## config.mk

```make
export PLATFORM = sky130hd
export DESIGN_NAME = approx_datapath
export DESIGN_NICKNAME = d
export VERILOG_FILES = /design/src/rtl/approx_pkg.sv /design/src/rtl/approx_alu.sv /design/src/rtl/approx_datapath.sv
export SDC_FILE = /design/constraint.sdc
export NUM_CORES = 1
export LEC_CHECK = 0
export CELL_PAD_IN_SITES_DETAIL_PLACEMENT = 1
export CELL_PAD_IN_SITES_GLOBAL_PLACEMENT = 1
export CORE_AREA = 2 2 197 199
export CTS_BUF_LIST = sky130_fd_sc_hd__clkbuf_4 sky130_fd_sc_hd__clkbuf_8 sky130_fd_sc_hd__clkbuf_16
export CTS_CLUSTER_SIZE = 28
export DETAILED_ROUTE_END_ITERATION = 8
export DIE_AREA = 0 0 199 201
export MAX_ROUTING_LAYER = met4
export PLACE_DENSITY = 0.78
export SYNTH_ARGS = -nofsm -noshare
export SYNTH_HDL_FRONTEND = slang
export SYNTH_HIERARCHICAL = 1
export SYNTH_SLANG_ARGS = --single-unit
```

## constraint.sdc

```tcl
create_clock -name clk -period 25.6 [get_ports clk]
set_input_delay 7.68 -clock clk [delete_from_list [all_inputs] [get_ports clk]]
set_output_delay 7.68 -clock clk [all_outputs]
set_load 0.05 [all_outputs]
```

## src/rtl/approx_pkg.sv

```systemverilog
// -----------------------------------------------------------------------------
// approx_pkg -- ALU mode codes and Q-format defaults shared by controller and
// datapath.                                                           Rev 1.0
// -----------------------------------------------------------------------------
`default_nettype none

package approx_pkg;

  localparam logic [2:0] ADD_ONE  = 3'd0;
  localparam logic [2:0] SUB_ONE  = 3'd1;
  localparam logic [2:0] ADD_SUB  = 3'd2;
  localparam logic [2:0] MULTIPLY = 3'd3;
  localparam logic [2:0] ALU_IDLE = 3'd4;

  localparam int DATA_W_DEF = 16;
  localparam int FRAC_W_DEF = 12;
  localparam int EPS_DEF    = 4;
  localparam int N_MAX_DEF  = 32;

  localparam logic [DATA_W_DEF-1:0] ONE_DEF = 16'h1000;

  typedef struct packed {
    logic x;
    logic y;
    logic x1;
    logic n;
  } alu_a_sel_t;

endpackage

`default_nettype wire

```

## src/rtl/approx_alu.sv

```systemverilog
// -----------------------------------------------------------------------------
// approx_alu -- operand muxes, add/sub/multiply and signed saturation.  Rev 1.0
// -----------------------------------------------------------------------------
`default_nettype none

module approx_alu
  import approx_pkg::*;
#(
  parameter int DATA_W = DATA_W_DEF,
  parameter int FRAC_W = FRAC_W_DEF
) (
  input  logic [2:0]               mode_i,
  input  alu_a_sel_t               a_sel_i,
  input  logic                     b_sel_i,
  input  logic                     sub_i,
  input  logic signed [DATA_W-1:0] x_i,
  input  logic signed [DATA_W-1:0] y_i,
  input  logic signed [DATA_W-1:0] x1_i,
  input  logic signed [DATA_W-1:0] x1_n_i,
  input  logic [7:0]               n_i,
  output logic signed [DATA_W-1:0] res_o
);

  // Two guard bits above the full product keep every intermediate exact.
  localparam int WW = 2*DATA_W + 2;
  localparam logic signed [WW-1:0] SAT_MAX = {{(WW-DATA_W+1){1'b0}}, {(DATA_W-1){1'b1}}};
  localparam logic signed [WW-1:0] SAT_MIN = ~SAT_MAX;
  localparam logic signed [WW-1:0] ONE_W   = WW'(1) <<< FRAC_W;

  logic signed [DATA_W-1:0] a;
  logic signed [DATA_W-1:0] b;
  logic signed [WW-1:0]     a_w;
  logic signed [WW-1:0]     b_w;
  logic signed [WW-1:0]     wide;

  always_comb begin
    if (a_sel_i.x)       a = x_i;
    else if (a_sel_i.y)  a = y_i;
    else if (a_sel_i.x1) a = x1_i;
    else if (a_sel_i.n)  a = $signed({{(DATA_W-8){1'b0}}, n_i});
    else                 a = '0;

    b   = b_sel_i ? x1_n_i : '0;
    a_w = WW'(a);
    b_w = WW'(b);

    case (mode_i)
      ADD_ONE:  wide = a_w + WW'(1);
      SUB_ONE:  wide = a_w - ONE_W;
      ADD_SUB:  wide = sub_i ? (a_w - b_w) : (a_w + b_w);
      MULTIPLY: wide = (a_w * b_w) >>> FRAC_W;
      ALU_IDLE: wide = '0;
      default:  wide = '0;
    endcase

    if (wide > SAT_MAX)      res_o = SAT_MAX[DATA_W-1:0];
    else if (wide < SAT_MIN) res_o = SAT_MIN[DATA_W-1:0];
    else                     res_o = wide[DATA_W-1:0];
  end

endmodule

`default_nettype wire

```

## src/rtl/approx_datapath.sv

```systemverilog
// -----------------------------------------------------------------------------
// approx_datapath -- register file and termination logic for the Neumann-series
// reciprocal 1/x.                                                     Rev 1.0
// -----------------------------------------------------------------------------
`default_nettype none

module approx_datapath
  import approx_pkg::*;
#(
  parameter int DATA_W = DATA_W_DEF,
  parameter int FRAC_W = FRAC_W_DEF,
  parameter int EPS    = EPS_DEF,
  parameter int N_MAX  = N_MAX_DEF,
  parameter logic signed [DATA_W-1:0] X_MIN = 16'sh0800,
  parameter logic signed [DATA_W-1:0] X_MAX = 16'sh1800
) (
  input  logic              clk,
  input  logic              rst,
  input  logic              start_i,
  input  logic [DATA_W-1:0] x_i,
  input  logic [2:0]        mode_i,
  input  logic              x_to_alu_a_i,
  input  logic              y_to_alu_a_i,
  input  logic              x1_to_alu_a_i,
  input  logic              n_to_alu_a_i,
  input  logic              x1_n_to_alu_b_i,
  input  logic              sigma_n_to_alu_i,
  input  logic              wren_x1_i,
  input  logic              wren_x1_n_i,
  input  logic              wren_x1_n_mult_i,
  input  logic              wren_y_i,
  input  logic              wren_n_i,
  input  logic              wren_sigma_n_i,
  input  logic              check_for_termination_i,
  output logic              valid_o,
  output logic [DATA_W-1:0] result_o,
  output logic [7:0]        iter_o,
  output logic              err_o
);

  localparam logic signed [DATA_W-1:0] ONE_Q   = DATA_W'(1) <<< FRAC_W;
  localparam logic signed [DATA_W-1:0] EPS_Q   = DATA_W'(EPS);
  localparam logic signed [DATA_W-1:0] N_SAT_Q = DATA_W'(255);
  localparam logic [7:0]               N_MAX_Q = 8'(N_MAX);

  logic signed [DATA_W-1:0] x_q, x_d, y_q, y_d, x1_q, x1_d, x1_n_q, x1_n_d;
  logic signed [DATA_W-1:0] alu_q, alu_res;
  logic [7:0]               n_q, n_d, n_sat, iter_q, iter_d;
  logic [DATA_W-1:0]        result_q, result_d;
  logic                     sigma_q, sigma_d, done_q, done_d;
  logic                     err_q, err_d, valid_q, valid_d, term;
  alu_a_sel_t               a_sel;

  assign a_sel = '{x: x_to_alu_a_i, y: y_to_alu_a_i, x1: x1_to_alu_a_i, n: n_to_alu_a_i};

  approx_alu #(.DATA_W(DATA_W), .FRAC_W(FRAC_W)) u_alu (
    .mode_i (mode_i),
    .a_sel_i(a_sel),
    .b_sel_i(x1_n_to_alu_b_i),
    .sub_i  (sigma_n_to_alu_i && sigma_q),
    .x_i    (x_q),
    .y_i    (y_q),
    .x1_i   (x1_q),
    .x1_n_i (x1_n_q),
    .n_i    (n_q),
    .res_o  (alu_res)
  );

  assign n_sat = alu_q[DATA_W-1] ? 8'h00 : ((alu_q > N_SAT_Q) ? 8'hFF : alu_q[7:0]);
  assign term  = check_for_termination_i && !done_q &&
                 (((x1_n_q < EPS_Q) && (x1_n_q > -EPS_Q)) || (n_q > N_MAX_Q) || err_q);

  always_comb begin
    x_d      = x_q;
    y_d      = y_q;
    x1_d     = x1_q;
    x1_n_d   = x1_n_q;
    n_d      = n_q;
    sigma_d  = sigma_q;
    done_d   = done_q;
    err_d    = err_q;
    valid_d  = 1'b0;
    result_d = result_q;
    iter_d   = iter_q;
    if (start_i) begin
      x_d     = $signed(x_i);
      y_d     = ONE_Q;
      n_d     = 8'd1;
      sigma_d = 1'b1;
      done_d  = 1'b0;
      err_d   = ($signed(x_i) < X_MIN) || ($signed(x_i) > X_MAX);
    end else if (!done_q) begin
      // Once done, the controller's trailing wren_y must not touch y.
      if (wren_x1_i)                       x1_d    = alu_q;
      if (wren_x1_n_i || wren_x1_n_mult_i) x1_n_d  = alu_q;
      if (wren_y_i)                        y_d     = alu_q;
      if (wren_n_i)                        n_d     = n_sat;
      if (wren_sigma_n_i)                  sigma_d = ~sigma_q;
      if (term) begin
        valid_d  = 1'b1;
        result_d = err_q ? '0 : y_q;
        iter_d   = n_q;
        done_d   = 1'b1;
      end
    end
  end

  always_ff @(posedge clk) begin
    if (rst) begin
      x_q <= '0; y_q <= '0; x1_q <= '0; x1_n_q <= '0; alu_q <= '0;
      n_q <= '0; sigma_q <= 1'b0; done_q <= 1'b0; err_q <= 1'b0;
      valid_q <= 1'b0; result_q <= '0; iter_q <= '0;
    end else begin
      x_q <= x_d; y_q <= y_d; x1_q <= x1_d; x1_n_q <= x1_n_d; alu_q <= alu_res;
      n_q <= n_d; sigma_q <= sigma_d; done_q <= done_d; err_q <= err_d;
      valid_q <= valid_d; result_q <= result_d; iter_q <= iter_d;
    end
  end

  assign valid_o  = valid_q;
  assign result_o = result_q;
  assign iter_o   = iter_q;
  assign err_o    = err_q;

endmodule

`default_nettype wire

```

[Yosys cells after proc, flatten, opt, wreduce, memory -nomap -nowiden]
Index checks and enable logic that the tools add are counted.
W data, S select, Z words.
Word-level totals
  bits of input ports: 35
  register bits: 116
  word-level logic and storage cells: 82
  output and inout port bits: 26
Operators by class
  reduce and logical (&&, ||, !) cells: 24
  muxes and demuxes: 23
  bitwise gates (word level): 3
  magnitude comparators: 8
  eq/ne operators: 4
  add/sub/neg operators: 4
  multipliers: 1
Operators by type and width (number)
  $pmux W34 S4: 1
  $mux W16: 6
  $mux W13: 3
  $gt A34 B16 Y1 const B: 1
  $lt A34 B16 Y1 const B: 1
  $mux W34: 1
  $mul A16 B16 Y32: 1
  $mux W8: 3
  $add A16 B16 Y17: 1
  $add A16 B2 Y17 const B: 1
  $sub A16 B14 Y17 const B: 1
  $sub A16 B16 Y17: 1
  $gt A16 B14 Y1 const B: 1
  $gt A16 B3 Y1 const B: 1
  $gt A16 B9 Y1 const B: 1
  $lt A16 B13 Y1 const B: 1
  $lt A16 B4 Y1 const B: 1
  $mux W15: 1
  $reduce_and A2 Y1: 5
  $reduce_and A3 Y1: 3
  $gt A8 B6 Y1 const B: 1
  $mux W1: 8
  $eq A3 B2 Y1 const B: 2
  $reduce_bool A2 Y1: 3
  other kinds (9): 18

[Logic depth before layout (Yosys ltp)]
  depth after elaboration: 10
  depth in mapped cells: 35
  depth with buffers taken out: 30

[Cells and area by module]
Netlist, hierarchy kept.
By module, submodules not included
  approx_alu: seq. area each 0.0 µm², cells an instance 1594, times used 1, area each 12512.0 µm²
  approx_datapath: seq. area each 2322.2 µm², cells an instance 487, times used 1, area each 4310.4 µm²

[Worst setup path before layout]
OpenSTA, ideal clock, no wires.
  path kind: in2reg
  start: input x1_to_alu_a_i
  end: register alu_q[5]
  data required time: 25534 ps
  data arrival time: 14976 ps
  path buffers: 4
  path slack: 10557 ps
  cell stages on the path: 30
  library setup time: 66 ps
  cell sequence: buf_2 > and2b_1 > a22oi_1 > o21a_2 > inv_2 > clkbuf_1 > nand2_1 > inv_1 > fa_1 > fa_1 > fa_1 > fa_1 > fa_1 > inv_1 > fa_1 > inv_1 > ha_1 > clkbuf_1 > a21oi_1 > o21ai_1 > a2111oi_0 > o21ai_0 > o211ai_1 > o21ai_1 > a21oi_1 > and4bb_1 > or2_1 > buf_6 > o21ai_1 > nor2b_1
On the way
  longest elaborated chain between the ends: 9
  elaborated cells between the ends (all ways): 14
  those cells by class: add/sub: 4; mul: 1; order compare: 2; mux: 7
Ends and longest elaborated chain
  start, declared: line approx_datapath.sv:24  | input logic x1_to_alu_a_i,
  $mux W16 *: line approx_alu.sv:39  | else if (a_sel_i.x1) a = x1_i;
  $mux W16 *: line approx_alu.sv:38  | else if (a_sel_i.y) a = y_i;
  $mux W16 *: line approx_alu.sv:37  | if (a_sel_i.x) a = x_i;
  branches (longest 2 deep; another with $mul A16 B16 Y32)
  $pmux W34 S4 *: line approx_alu.sv:47  | case (mode_i)
  $lt A34 B16 Y1: line approx_alu.sv:57  | else if (wide < SAT_MIN) res_o = SAT_MIN[DATA_W-1:0];
  $mux W16: line approx_alu.sv:57
  $mux W15 *: line approx_alu.sv:56  | if (wide > SAT_MAX) res_o = SAT_MAX[DATA_W-1:0];
  via alu_res[5]: line approx_datapath.sv:47  | logic signed [DATA_W-1:0] alu_q, alu_res;
  end signal, assigned: line approx_datapath.sv:110  | x_q <= '0; y_q <= '0; x1_q <= '0; x1_n_q <= '0; alu_q <= '0;
  end signal, assigned: line approx_datapath.sv:114  | x_q <= x_d; y_q <= y_d; x1_q <= x1_d; x1_n_q <= x1_n_d; alu_q <= alu_res;
  end, declared: line approx_datapath.sv:47
Mark *: on every way through the listed nets, which the timed path passes.
A chain may end at the register's enable or synchronous reset.

[Worst setup path after layout]
  start: input y_to_alu_a_i
  end: register alu_q[7]
On the way
  longest elaborated chain between the ends: 8
  elaborated cells between the ends (all ways): 13
  those cells by class: add/sub: 4; mul: 1; order compare: 2; mux: 6
Ends and longest elaborated chain
  start, declared: line approx_datapath.sv:23  | input logic y_to_alu_a_i,
  $mux W16 *: line approx_alu.sv:38
  $mux W16 *: line approx_alu.sv:37
  branches (longest 2 deep; another with $mul A16 B16 Y32)
  $pmux W34 S4 *: line approx_alu.sv:47
  $lt A34 B16 Y1: line approx_alu.sv:57
  $mux W16: line approx_alu.sv:57
  $mux W15 *: line approx_alu.sv:56
  via alu_res[7]: line approx_datapath.sv:47
Marks and branches as above.

==> impl_results.md <==
- Status: completed
- Reg2reg path depth: 25
- Reg-to-Reg Start: y_q[15]
- Pin count of the biggest net entering global routing: 104
- Average via count per standard cell: 5.716
- Clock tree from TritonCTS: built
- Critical path capture point type: flop
- Setup violations, final: 0
- Fraction of the cycle the final worst path needs: 0.6756
- Wire length of the first global-routing pass: 97,230 um
- Clock latency of the later-clocked register in the worst-skew pair: 420 ps
- Cts repair resizes: 0
- Data required time of the worst path: 25,860 ps
- Number of hold-repair buffers added at the cts stage: 0
- Primary flip-flop cell chosen by synthesis mapping: dfxtp_1
- Leak Pwr: 8.381 nW
- Number of standard-cell rows in the floorplan: 72
- Antenna violations before repair: 1
- R2r setup slk: 16,500 ps
- Most common cell after layout, fill and taps aside: inv_1
- Layout cells sized above 1: 0.03688
- Post-CTS setup buffer count: 0
- Critical register-to-register path endpoint: alu_q[7]
- Combined flip-flop and latch cell area: 2322 um2
- Antenna Nets Post-Route: 0
- Hold violation total from the final report: 0
- Arrival time at the worst endpoint: 17,550 ps
- Area of combinational cells with multiple inputs: 12,700 um2
- First-pass DRT Iterations: 7
- EDFF count, synth: 0
- Final Max Slew Viols: 0
- IO buf count: 60
- Initial drt markers: 1,127
- Number of nets at the end of the flow: 2,471
- CP Capture Point: alu_q[7]
- Cell Area, Synth: 16,820 um2
- Maxcap violations: 0
- Worst Clk Skew: 6.610 ps
- Number of nets produced by synthesis: 2,477
- Total routed wirelength: 62,400 um
- Floorplan die area: 40,000 um2
- Sequential-to-total area share from yosys stat: 0.1380
- Clock slew at the register clock pins of the worst setup and hold paths: 50 ps
- Slew headroom: 0.1426
- Power per unit of standard cell area: 40.71 nW/um2
- Routability congestion estimate from global placement: 1.024
- Area leader, netlist: fa_1
- Count of pins on the block boundary: 61
- Crit path launch: y_to_alu_a_i
- Initial Util: 0.4415
- Count of filler cells inserted in the layout: 4,603
- Element type at the critical path start: primary input
- Final TNS setup: 0 ps
- GRT Resource Usage Total: 0.3330
- Fin crit period: 17,290 ps
- Vias in the first global route: 16,567
- Area of the core: 38,110 um2
- Slew @ Worst Pin: 1278 ps
- Bufs on Longest Clock Path: 2
- Fraction of synthesized cell area taken by the top area cell type: 0.3118
- Share of flip-flops with an asynchronous set or reset: 0
- Average cell area after synthesis: 8.084 um2
- Worst hold path type: flop to flop
- Distinct cell type count of the synthesized netlist: 77
- Final Instance Count excl. Fillers: 2,607
- Setup repair after global routing missed its margin: no
- Synthesis-to-finish area growth: 9.736%
- Root buffer cell: clkbuf_16
- Warning count from the yosys run: 6
- DRC violation count after routing: 0
- Top library cells by usage in the layout, fill and taps aside: inv_1, nand2_1, fa_1
- Total instance count after detailed placement: 2,574
- Post-synthesis instance total: 2,081
- Synth area leaders: fa_1, dfxtp_1, inv_1
- Worst Path Class, Setup: primary input to flop
- Number of flip-flops and latches in the synthesized netlist: 116
- Via count: 14,902
- Wirelength per Cell: 23.94 um
- CTS Buf Count: 17
- Post-DP HPWL: 48,870 um
- Crit path max fanout: 26
- Max H-tree Level: 4
- Maximum clock frequency: 0.05782 GHz
- GRT overflow: 0
- Horizontal die dimension: 199 um
- Number of sinks handled by clock tree synthesis: 116
- Peak ir drop on the vdd network: 32.41 uV
- Die span in y: 201 um
## flip-flops by register name, indices dropped and copies added (netlist names)
| signal | flops |
|---|---|
| alu_q | 16 |
| done_q | 1 |
| err_o | 1 |
| iter_o | 8 |
| n_q | 8 |
| result_o | 16 |
| sigma_q | 1 |
| valid_o | 1 |
| x1_n_q | 16 |
| x1_q | 16 |
| x_q | 16 |
| y_q | 16 |
## power breakdown
part	total [mW]	internal, mW	switching [mW]
combinational	0.272	0.0970	0.175
clock	0.261	0.177	0.0835
sequential	0.218	0.195	0.0238
## cells by family after synthesis
family	count (synthesis)	share of synthesized area
AND/OR/NAND/NOR	692	0.1837
buffers and inverters	472	0.1075
adder cells (fa/ha/maj)	361	0.3854
AO/OA/AOI/OAI	330	0.1247
flip-flops	116	0.1380
XOR/XNOR	65	0.03384
multiplexers	45	0.02685
## final cells by class
cell class | count | share of cell area
multi-input cells | 1493 | 0.6879
flip-flops and latches | 116 | 0.1258
inverters | 364 | 0.07401
repair buffers | 83 | 0.04162
well taps | 518 | 0.03511
clock buffers | 24 | 0.02759
clock inverters | 8 | 0.007862
diodes | 1 | 0.0001356
## critical path: stages
cell and delay (ps):
clkdlybuf4s50_1 1020, and2b_1 330, a22oi_1 180, o21a_2 390
inv_2 280, nand2_1 200, inv_1 100, fa_1 660
fa_1 980, fa_1 530, fa_1 490, fa_1 560
inv_1 60, fa_1 530, inv_1 40, ha_1 400
a21oi_1 220, o21ai_1 150, a2111oi_0 680, o21ai_0 180
o211ai_1 300, a21o_1 170, nand3_1 90, a22oi_1 840
or2_1 240, o21ai_1 80, nor2b_1 160
## synthesized netlist by cell type (all sizes together), types with 21 or more instances
| cell type | instances |
|---|---|
| ha | 99 |
| a21oi | 130 |
| nor2 | 183 |
| mux2i | 44 |
| fa | 262 |
| buf | 21 |
| and2 | 27 |
| xnor2 | 48 |
| dfxtp | 116 |
| nor2b | 23 |
| o21ai | 51 |
| nand2b | 37 |
| inv | 359 |
| clkbuf | 87 |
| nand2 | 317 |
## per-stage QoR
step,total power [mW],utilization,area (um2),worst slack [ps],hold slack [ps]
final,0.7515,0.4844,18460,8306,453.5
after global routing,0.7845,0.4844,18460,7821,476.0
after CTS,0.7488,0.4844,18460,8556,458.2
after floorplan,0.3917,-,16820,10560,436.0
after global placement,0.4808,0.4672,17800,8383,442.8
after detailed placement,0.4874,0.4672,17800,8152,451.2
## how the worst min path moves through the flow
stage	startpoint	depth (start not counted)	slack, ps	end
CTS	x1_q[13]	2	460	x1_q[13]
global placement	x1_q[9]	2	440	x1_q[9]
global route	x1_q[13]	2	480	x1_q[13]
floorplan	x1_q[13]	2	440	x1_q[13]
detailed placement	x1_q[13]	2	450	x1_q[13]
finish	x1_q[13]	2	450	x1_q[13]
## metal layers
layer,part of all wire,vias to the layer above,routed length [um],global-route usage
met1,0.42,7718,25950,0.4143
met2,0.50,480,30940,0.5647
met4,0.040,0,2484,0.1213
li1,-,6577,-,-
met5,0,-,0,-
met3,0.048,127,3025,0.02856
(Power assumes the default switching activity.)
